$ cat src/rtl/mon_pkg.sv
// Shared definitions for the in-order scoreboard monitor.
// Holds the operation encoding and the arithmetic reference model used to
// compute the expected result of each input transaction.
package mon_pkg;

  // Operation encoding carried on i_op.
  localparam logic [1:0] OP_ADD = 2'b00;
  localparam logic [1:0] OP_SUB = 2'b01;
  localparam logic [1:0] OP_MUL = 2'b10;
  localparam logic [1:0] OP_XOR = 2'b11;

  // Widest operand the reference model handles. Callers zero-extend their
  // operands to this width and truncate the result back to their own width.
  // Truncating a mod-2^64 result to WIDTH bits gives the mod-2^WIDTH result,
  // so the model is exact for any WIDTH up to REF_MAX_W.
  localparam int REF_MAX_W = 64;

  // Reference result of op(a, b) modulo 2^REF_MAX_W.
  function automatic logic [REF_MAX_W-1:0] ref_calc(
    input logic [1:0]           op,
    input logic [REF_MAX_W-1:0] a,
    input logic [REF_MAX_W-1:0] b
  );
    logic [REF_MAX_W-1:0] r;
    r = '0;
    case (op)
      OP_ADD:  r = a + b;
      OP_SUB:  r = a - b;
      OP_MUL:  r = a * b;
      OP_XOR:  r = a ^ b;
      default: r = '0;
    endcase
    return r;
  endfunction

endpackage

$ cat src/rtl/mon_fifo.sv
// Synchronous expected-result FIFO for the scoreboard monitor.
// Pointers carry one extra MSB so full and empty are distinguished without a
// separate counter; occupancy is the pointer difference.
// Handshake: push_i writes wdata_i when the caller has already checked room
// (or is popping in the same cycle); pop_i consumes rdata_o, which is the
// head entry presented combinationally whenever the FIFO is not empty.
module mon_fifo
  import mon_pkg::*;
#(
  parameter int W     = 32,
  parameter int DEPTH = 8
) (
  input  logic                       clk,
  input  logic                       rst,
  input  logic                       clear_i,
  input  logic                       push_i,
  input  logic                       pop_i,
  input  logic [W-1:0]               wdata_i,
  output logic [W-1:0]               rdata_o,
  output logic                       full_o,
  output logic                       empty_o,
  output logic [$clog2(DEPTH):0]     level_o
);

  localparam int AW = $clog2(DEPTH);
  localparam logic [AW:0] PTR_ONE = (AW+1)'(1);

  logic [W-1:0] mem_q [DEPTH];
  logic [AW:0]  wr_ptr_q, wr_ptr_d;
  logic [AW:0]  rd_ptr_q, rd_ptr_d;

  // Next pointer values; a flush returns both to the origin.
  always_comb begin
    wr_ptr_d = wr_ptr_q;
    rd_ptr_d = rd_ptr_q;
    if (clear_i) begin
      wr_ptr_d = '0;
      rd_ptr_d = '0;
    end else begin
      if (push_i) wr_ptr_d = wr_ptr_q + PTR_ONE;
      if (pop_i)  rd_ptr_d = rd_ptr_q + PTR_ONE;
    end
  end

  // Pointer registers, cleared asynchronously so queued entries are lost on reset.
  always_ff @(posedge clk or posedge rst) begin
    if (rst) begin
      wr_ptr_q <= '0;
      rd_ptr_q <= '0;
    end else begin
      wr_ptr_q <= wr_ptr_d;
      rd_ptr_q <= rd_ptr_d;
    end
  end

  // Storage array; contents need no reset because the pointers gate visibility.
  always_ff @(posedge clk) begin
    if (push_i && !clear_i) begin
      mem_q[wr_ptr_q[AW-1:0]] <= wdata_i;
    end
  end

  assign rdata_o = mem_q[rd_ptr_q[AW-1:0]];
  assign empty_o = (wr_ptr_q == rd_ptr_q);
  assign full_o  = (wr_ptr_q[AW] != rd_ptr_q[AW]) &&
                   (wr_ptr_q[AW-1:0] == rd_ptr_q[AW-1:0]);
  assign level_o = wr_ptr_q - rd_ptr_q;

endmodule

$ cat src/rtl/mon_scoreboard.sv
// In-order scoreboard monitor for arithmetic DUTs.
// Each accepted input transaction (a, b, op) is turned into an expected
// result by the reference model and queued; each DUT result pops the head
// entry and is compared bitwise, with the outcome registered one cycle later.
// Optional feature macro: MON_FIRST_ERR_EN builds first-mismatch capture
// registers behind the o_ferr_* ports; without it those ports are tied to 0.
//
// Traffic semantics: i_in_valid and i_out_valid are single-cycle strobes with
// no back-pressure. They are honoured only while o_mon_ready is high. An input
// strobe is dropped (and o_overflow set) only when the FIFO is full and no
// result is popping in the same cycle; a result strobe with an empty FIFO is
// an underflow and produces no comparison. There is no bypass path, so a
// result can never match a push made in the same cycle.
module mon_scoreboard
  import mon_pkg::*;
#(
  parameter int WIDTH = 32,
  parameter int DEPTH = 8,
  parameter int CNT_W = 16
) (
  input  logic                    clk,
  input  logic                    reset,
  input  logic                    i_clear,
  input  logic                    i_in_valid,
  input  logic [1:0]              i_op,
  input  logic [WIDTH-1:0]        i_dut_ia,
  input  logic [WIDTH-1:0]        i_dut_ib,
  input  logic                    i_out_valid,
  input  logic [WIDTH-1:0]        i_dut_os,
  output logic                    o_mon_ready,
  output logic                    o_cmp_valid,
  output logic [WIDTH-1:0]        o_diff,
  output logic                    o_mismatch,
  output logic [$clog2(DEPTH):0]  o_level,
  output logic [CNT_W-1:0]        o_txn_cnt,
  output logic [CNT_W-1:0]        o_err_cnt,
  output logic                    o_overflow,
  output logic                    o_underflow,
  output logic                    o_ferr_valid,
  output logic [WIDTH-1:0]        o_ferr_exp,
  output logic [WIDTH-1:0]        o_ferr_got,
  output logic [CNT_W-1:0]        o_ferr_idx
);

  localparam logic [CNT_W-1:0] CNT_MAX = '1;
  localparam logic [CNT_W-1:0] CNT_ONE = CNT_W'(1);
  localparam logic [1:0]       RDY_ON  = 2'd2;

  // ---------------------------------------------------------------------------
  // Start-up ready counter: 0 -> 1 -> 2 after reset, then holds.
  // ---------------------------------------------------------------------------
  logic [1:0] ready_q, ready_d;
  logic       mon_ready;

  // Advance the ready counter until it reaches the ready state.
  always_comb begin
    ready_d = ready_q;
    if (ready_q != RDY_ON) ready_d = ready_q + 2'd1;
  end

  // Ready counter register; i_clear deliberately leaves it alone.
  always_ff @(posedge clk or posedge reset) begin
    if (reset) ready_q <= 2'd0;
    else       ready_q <= ready_d;
  end

  assign mon_ready   = (ready_q == RDY_ON);
  assign o_mon_ready = mon_ready;

  // ---------------------------------------------------------------------------
  // Push / pop decisions
  // ---------------------------------------------------------------------------
  logic             in_act, out_act;
  logic             fifo_full, fifo_empty;
  logic             push, pop;
  logic             ovf_set, unf_set;
  logic [WIDTH-1:0] exp_w;
  logic [WIDTH-1:0] head_exp;
  logic [WIDTH-1:0] diff_d;
  logic             miss_d;

  // Traffic is invisible until the monitor has finished its start-up count.
  assign in_act  = i_in_valid  & mon_ready;
  assign out_act = i_out_valid & mon_ready;

  // A full FIFO still accepts a push when the head leaves in the same cycle.
  assign pop     = out_act & ~fifo_empty;
  assign push    = in_act & (~fifo_full | pop);
  assign ovf_set = in_act & fifo_full & ~pop;
  assign unf_set = out_act & fifo_empty;

  // Expected value for the incoming transaction, reduced to WIDTH bits.
  assign exp_w = WIDTH'(ref_calc(i_op, REF_MAX_W'(i_dut_ia), REF_MAX_W'(i_dut_ib)));

  assign diff_d = head_exp ^ i_dut_os;
  assign miss_d = |diff_d;

  mon_fifo #(
    .W     (WIDTH),
    .DEPTH (DEPTH)
  ) u_fifo (
    .clk     (clk),
    .rst     (reset),
    .clear_i (i_clear),
    .push_i  (push),
    .pop_i   (pop),
    .wdata_i (exp_w),
    .rdata_o (head_exp),
    .full_o  (fifo_full),
    .empty_o (fifo_empty),
    .level_o (o_level)
  );

  // ---------------------------------------------------------------------------
  // Compare stage, counters and sticky flags
  // ---------------------------------------------------------------------------
  logic             cmp_valid_q;
  logic [WIDTH-1:0] diff_q;
  logic             mismatch_q;
  logic [CNT_W-1:0] txn_q, err_q;
  logic             ovf_q, unf_q;

  // Register the comparison outcome one cycle after the pop and keep the
  // saturating counters and sticky error flags; i_clear takes priority.
  always_ff @(posedge clk or posedge reset) begin
    if (reset) begin
      cmp_valid_q <= 1'b0;
      diff_q      <= '0;
      mismatch_q  <= 1'b0;
      txn_q       <= '0;
      err_q       <= '0;
      ovf_q       <= 1'b0;
      unf_q       <= 1'b0;
    end else if (i_clear) begin
      cmp_valid_q <= 1'b0;
      diff_q      <= '0;
      mismatch_q  <= 1'b0;
      txn_q       <= '0;
      err_q       <= '0;
      ovf_q       <= 1'b0;
      unf_q       <= 1'b0;
    end else begin
      cmp_valid_q <= pop;
      diff_q      <= pop ? diff_d : '0;
      mismatch_q  <= pop & miss_d;
      if (pop && (txn_q != CNT_MAX))           txn_q <= txn_q + CNT_ONE;
      if (pop && miss_d && (err_q != CNT_MAX)) err_q <= err_q + CNT_ONE;
      if (ovf_set) ovf_q <= 1'b1;
      if (unf_set) unf_q <= 1'b1;
    end
  end

  assign o_cmp_valid = cmp_valid_q;
  assign o_diff      = diff_q;
  assign o_mismatch  = mismatch_q;
  assign o_txn_cnt   = txn_q;
  assign o_err_cnt   = err_q;
  assign o_overflow  = ovf_q;
  assign o_underflow = unf_q;

  // ---------------------------------------------------------------------------
  // First-mismatch capture
  // ---------------------------------------------------------------------------
`ifdef MON_FIRST_ERR_EN
  logic             ferr_valid_q;
  logic [WIDTH-1:0] ferr_exp_q, ferr_got_q;
  logic [CNT_W-1:0] ferr_idx_q;

  // Latch the first mismatching compare; the index is the pre-increment count.
  always_ff @(posedge clk or posedge reset) begin
    if (reset) begin
      ferr_valid_q <= 1'b0;
      ferr_exp_q   <= '0;
      ferr_got_q   <= '0;
      ferr_idx_q   <= '0;
    end else if (i_clear) begin
      ferr_valid_q <= 1'b0;
      ferr_exp_q   <= '0;
      ferr_got_q   <= '0;
      ferr_idx_q   <= '0;
    end else if (pop && miss_d && !ferr_valid_q) begin
      ferr_valid_q <= 1'b1;
      ferr_exp_q   <= head_exp;
      ferr_got_q   <= i_dut_os;
      ferr_idx_q   <= txn_q;
    end
  end

  assign o_ferr_valid = ferr_valid_q;
  assign o_ferr_exp   = ferr_exp_q;
  assign o_ferr_got   = ferr_got_q;
  assign o_ferr_idx   = ferr_idx_q;
`else
  assign o_ferr_valid = 1'b0;
  assign o_ferr_exp   = '0;
  assign o_ferr_got   = '0;
  assign o_ferr_idx   = '0;
`endif

endmodule

$ cat config.mk
export PLATFORM = sky130hd
export DESIGN_NAME = mon_scoreboard
export DESIGN_NICKNAME = d
export VERILOG_FILES = /design/src/rtl/mon_pkg.sv /design/src/rtl/mon_fifo.sv /design/src/rtl/mon_scoreboard.sv
export SDC_FILE = /design/constraint.sdc
export NUM_CORES = 2
export LEC_CHECK = 0
export ABC_AREA = 1
export CORE_UTILIZATION = 50
export DETAILED_ROUTE_END_ITERATION = 6
export PLACE_DENSITY = 0.67
export SETUP_SLACK_MARGIN = 0.2
export SLEW_MARGIN = 20
export SYNTH_ARGS = -nofsm -noshare
export SYNTH_HDL_FRONTEND = slang
export SYNTH_SLANG_ARGS = --single-unit
$ cat constraint.sdc
create_clock -name clk -period 5.1 [get_ports clk]
set_input_delay 1.02 -clock clk [delete_from_list [all_inputs] [get_ports clk]]
set_output_delay 1.02 -clock clk [all_outputs]
set_load 0.01 [all_outputs]
---- Yosys cells after proc, flatten, opt, wreduce, memory -nomap -nowiden ----
Memories as Yosys holds them, arrays and structs flattened.
Index checks and enable logic that the tools add are counted.
storage, ports and cells
  bits in registers ....................... 78
  bits in writable memories ............... 256
  input port bits ......................... 103
  memories ................................ 1
memories
  memory        words  width  rd ports  clocked after memory_dff  write ports  RTL line        RTL
  u_fifo.mem_q  8      32     1         0                         1            mon_fifo.sv:28  logic [W-1:0] mem_q [DEPTH];
cells by class
  add/sub/neg operators ................... 8
  multipliers ............................. 1
  equal/unequal tests ..................... 10
  mux-type cells .......................... 19
  bitwise logic cells ..................... 14
  reductions and logical operators ........ 14
operators with widths
  operator                                                               number
  32-bit case mux with 4 select lines                                    1
  16-bit two-way mux                                                     4
  32-bit two-way mux                                                     2
  32-bit XOR                                                             2
  16-bit by 1-bit adder with 16-bit output, second input constant        2
  32-bit adder                                                           1
  32-bit by 32-bit multiplier with 32-bit output                         1
  16-bit != test, second input constant                                  2
  32-bit OR reduction                                                    1
  32-bit subtractor                                                      1
  4-bit two-way mux                                                      4
  2-bit nonzero test                                                     6
  4-bit by 1-bit adder with 4-bit output, second input constant          2
  1-bit bitwise AND                                                      8
  1-bit two-way mux                                                      8
  2-bit equality test, second input constant                             3
  1-bit logical AND                                                      5
  4-bit equality test                                                    1
  4-bit subtractor                                                       1
  3-bit equality test                                                    1
  1-bit inverter                                                         3
  2-bit by 1-bit adder with 2-bit output, second input constant          1
  2-bit by 1-bit equality test with 1-bit output, second input constant  1
  2-bit zero test                                                        1
  other kinds (4)                                                        4

---- Longest topological paths before layout ----
  depth in word-level cells ............... 8
  depth in mapped cells ................... 37
  mapped depth without buffers ............ 35

---- By module ----
From an unflattened synthesis, not the netlist that was laid out.
second synthesis, totals
  cell total of the unflattened synthesis .. 4567
  area, all modules ....................... 36085.9 um^2
modules (own cells, without submodules)
  module          instances  cells each  area each (um^2)
  mon_scoreboard  1          3383        24442.2
  mon_fifo        1          1184        11643.7

---- Worst setup path before layout ----
No wires, ideal clock.
  path kind ............................... in2reg
  start ................................... in i_dut_ib[6]
  end ..................................... mem u_fifo.mem_q[0][27], data pin
  setup time .............................. 303 ps
  data arrival time ....................... 7194 ps
  required time ........................... 4797 ps
  slack ................................... -2397 ps
  cell stages on the path ................. 26
  buffers on the path ..................... 2
  path through ............................ clkbuf_1 > clkbuf_1 > nand2_1 > inv_1 > fa_1 > fa_1 > fa_1 > inv_1 > fa_1 > inv_1 > fa_1 > inv_1 > fa_1 > inv_1 > fa_1 > fa_1 > ha_1 > a21oi_1 > o21ai_0 > a21oi_1 > nand3_1 > nand2_1 > o211ai_1 > or2_2 > nand3_1 > nand3_1
on the way
  cells in the longest elaborated chain, start to end .. 2
RTL lines
  what                                                                    RTL line              RTL
  start, declared                                                         mon_scoreboard.sv:27  input logic [WIDTH-1:0] i_dut_ib,
  32-bit by 32-bit multiplier with 32-bit output (tied with other cells)  mon_pkg.sv:29         OP_MUL: r = a * b;
  32-bit case mux with 4 select lines (*)                                 mon_pkg.sv:26         case (op)
  named net exp_w[27]                                                     mon_scoreboard.sv:77  logic [WIDTH-1:0] exp_w;
  end, declared                                                           mon_fifo.sv:28
Mark *: on every way through the listed nets, which the timed path passes. The rest lies on a longest branch.

---- Final worst setup path ----
  start ................................... in i_dut_ib[12]
  end ..................................... mem u_fifo.mem_q[6][30], data pin
Same word-level chain as after synthesis.

==> metrics.cfg <==
[status]
status = complete, but fails checks
violations = negative setup slack

[timing]
rsz0062_at_grt = true
fin_ws_ns = -1.92
finalSetupViolations = 200
slew_viol_final = 0
holdWs_ns = 0.473
clock-skew-final_ns = 0.0186
timing.setup.tns_ns = -292.35
max_freq_mhz = 142
hold_viol = 0
fin_crit_sh = 1.38
fin_crit_ns = 7.02
max_slew_margin = 0.272
tightestPinTransition_ns = 1.09

[placement]
hpwlAfterDp_microns = 80500
dp_cells = 5605
portBuffers = 175
finalWeightedCongestion = 0.979

[detailed_routing]
drt_iter0_drc = 2512
vias_per_cell = 5.27
route.detailed.drc = 0
wl_met1_microns = 43700
drt_first_pass_iters = 6
detail_route.wl_per_cell_microns = 19.7
wl_met2_microns = 54700
top_layer = met5
wirelength_microns = 114000
route.met3.wl_microns = 9270
ant_nets = 0
num_vias = 30600

[grt]
antenna_found_initial = 2
grt_pass1_wl_microns = 173000
grt_max_degree = 89
grt_pass1_vias = 30500
globalRouteOverflowTotal = 0
track_usage = 0.321

[worst_setup_path]
cp_max_fo = 8
cp_data_arrival_time_ns = 7.33
path_common_cell = fa_1
cp_slowest_cell = fa_1
cp_num_buf_inv = 7
crit_family = adder cells
worstSetupPathType = in2reg
critPathMaxStageDelay_ns = 0.56
cp-end-kind = flip-flop
cp.required_ns = 5.41
start_kind = input pin

[layout]
layout_commonest_cell = nand2_1
instances_no_fill = 5807
antenna_cells = 0
layout-drive-gt1-share = 0.217
fin_nets = 5543
layout_common_cells = 941 x nand2_1, 813 x inv_1, 487 x buf_4
n_fill_cell = 5569
area_growth_syn_to_layout_pct = 29.4

[yosys]
syn_inst = 4223
synth.avg_cell_area_sq_um = 8.23
synth_seq_cells = 334
ys.flop_type = edfxtp_1
async_reset_ff_frac = 0.234
synth_area_sq_um = 34800
synth.distinct_cells = 50
yosysSeqAreaShare = 0.277
synth_edf_count = 256
synth.yosys.warnings = 0

[clock_tree]
root_buffer = clkbuf_16
cts_tree = built
numCtsBuffers = 31
worstSkewPairLatency_ns = 0.59
clockBufferDepth = 3
clock-sinks = 334
postCtsHoldBufs = 0
clk_pin_slew_worst_paths_ns = 0.06
cts_max_level = 1

[floorplan]
fp.dieW_microns = 266
io_pins = 257
die_area_sq_um = 70600
die_h_microns = 266
start_util = 0.506
num_rows = 96
core_area_sq_um = 68700

[hold_path]
hp-class = reg2reg

[run]
max_cap_violations = 0

metal layers:
layer | GRT usage | vias to the layer above
met5 | 0 | -
met4 | 0.162 | 2
met3 | 0.0488 | 376
met2 | 0.540 | 1410
met1 | 0.402 | 14700
li1 | - | 14100
sequential cells by signal, summed over array words and instances, names as in the netlist:
name,cells
o_diff,32
o_cmp_valid,1
o_overflow,1
u_fifo.mem_q,256
o_underflow,1
ready_q,2
u_fifo.wr_ptr_q,4
o_err_cnt,16
o_mismatch,1
u_fifo.rd_ptr_q,4
o_txn_cnt,16
Yosys cell counts, types with 2 or more instances:
library cell / n / area share
a211oi_1: 5 / 0.0011
a21boi_0: 3 / 0.00065
a21o_1: 10 / 0.0022
a21oi_1: 132 / 0.019
a31o_2: 2 / 0.00050
a31oi_1: 5 / 0.00090
buf_1: 24 / 0.0026
buf_2: 15 / 0.0022
buf_4: 91 / 0.020
buf_6: 14 / 0.0045
clkbuf_1: 127 / 0.014
clkinv_1: 2 / 0.00022
dfrtp_1: 78 / 0.056
edfxtp_1: 256 / 0.22
fa_1: 410 / 0.24
ha_1: 179 / 0.064
inv_1: 877 / 0.095
nand2_1: 1005 / 0.11
nand2_4: 2 / 0.00065
nand3_1: 169 / 0.024
nand3_2: 8 / 0.0023
nand3b_1: 12 / 0.0026
nand4_1: 39 / 0.0070
nor2_1: 333 / 0.036
nor3_1: 23 / 0.0033
nor3b_1: 3 / 0.00065
nor4_1: 4 / 0.00072
o211ai_1: 48 / 0.010
o21a_1: 6 / 0.0013
o21ai_0: 152 / 0.022
o21ai_1: 56 / 0.0081
o21bai_1: 8 / 0.0017
o221ai_1: 4 / 0.0010
o31ai_1: 4 / 0.00086
or2_2: 9 / 0.0016
xnor2_1: 42 / 0.011
xor2_1: 53 / 0.013
layout make-up:
cell class	instances	area (sq um)	area share
clock buffer	33	783	0.0174
clock inverter	25	198	0.00440
inverter	880	3310	0.0736
multi-input combinational	2817	22300	0.495
sequential	334	9650	0.215
tap	931	1160	0.0259
timing repair buffer	787	7600	0.169
cells by family (layout without fill, tap and decap cells):
| kind of cell | Yosys count | after routing | synth area share |
|---|---|---|---|
| AO/OA/AOI/OAI | 441 | 441 | 0.0712 |
| XOR/XNOR | 95 | 95 | 0.0239 |
| adder cells (fa/ha/maj) | 589 | 589 | 0.301 |
| buffers and inverters | 1152 | 1725 | 0.138 |
| flip-flops | 334 | 334 | 0.277 |
| other | 1 | 81 | 0.000108 |
| AND/OR/NAND/NOR | 1611 | 1611 | 0.189 |
repair_timing:
item                       4_1_cts  5_1_grt
pin swaps                      152       65
gates resized for setup        437      178
buffers inserted               103       17
cloned                          23        1
setup endpoints to repair      216      216
worst paths after layout:
check | start | end | slack [ns] | cells past startpoint
min in group asynchronous | reset | o_err_cnt[9]$_DFFE_PP0P_ | 0.87 | 2
max in group asynchronous | reset | o_diff[24]$_DFF_PP0_ | 3.27 | 3
worst max register to register | u_fifo.rd_ptr_q[0]$_DFFE_PP0P_ | o_err_cnt[14]$_DFFE_PP0P_ | 1.49 | 14
worst min register to register | ready_q[0]$_DFFE_PP0N_ | ready_q[0]$_DFFE_PP0N_ | 0.47 | 1
worst max-delay path | i_dut_ib[12] | u_fifo.mem_q[6][30]$_DFFE_PP_ | -1.92 | 26
worst min-delay path | ready_q[0]$_DFFE_PP0N_ | ready_q[0]$_DFFE_PP0N_ | 0.47 | 1
metrics by stage:
step | cell area [sq um] | utilization | setup WS [ns]
6_report | 45000 | 0.655 | -1.92
5_1_grt | 45000 | 0.655 | -2.07
4_1_cts | 44300 | 0.645 | -1.83
3_5_place_dp | 41100 | 0.598 | -3.08
3_3_place_gp | 41100 | 0.598 | -3.03
2_1_floorplan | 36400 | - | -1.94
Power is not shown: default switching activity piles up to over one toggle a cycle in this logic, so the estimate is an artifact.
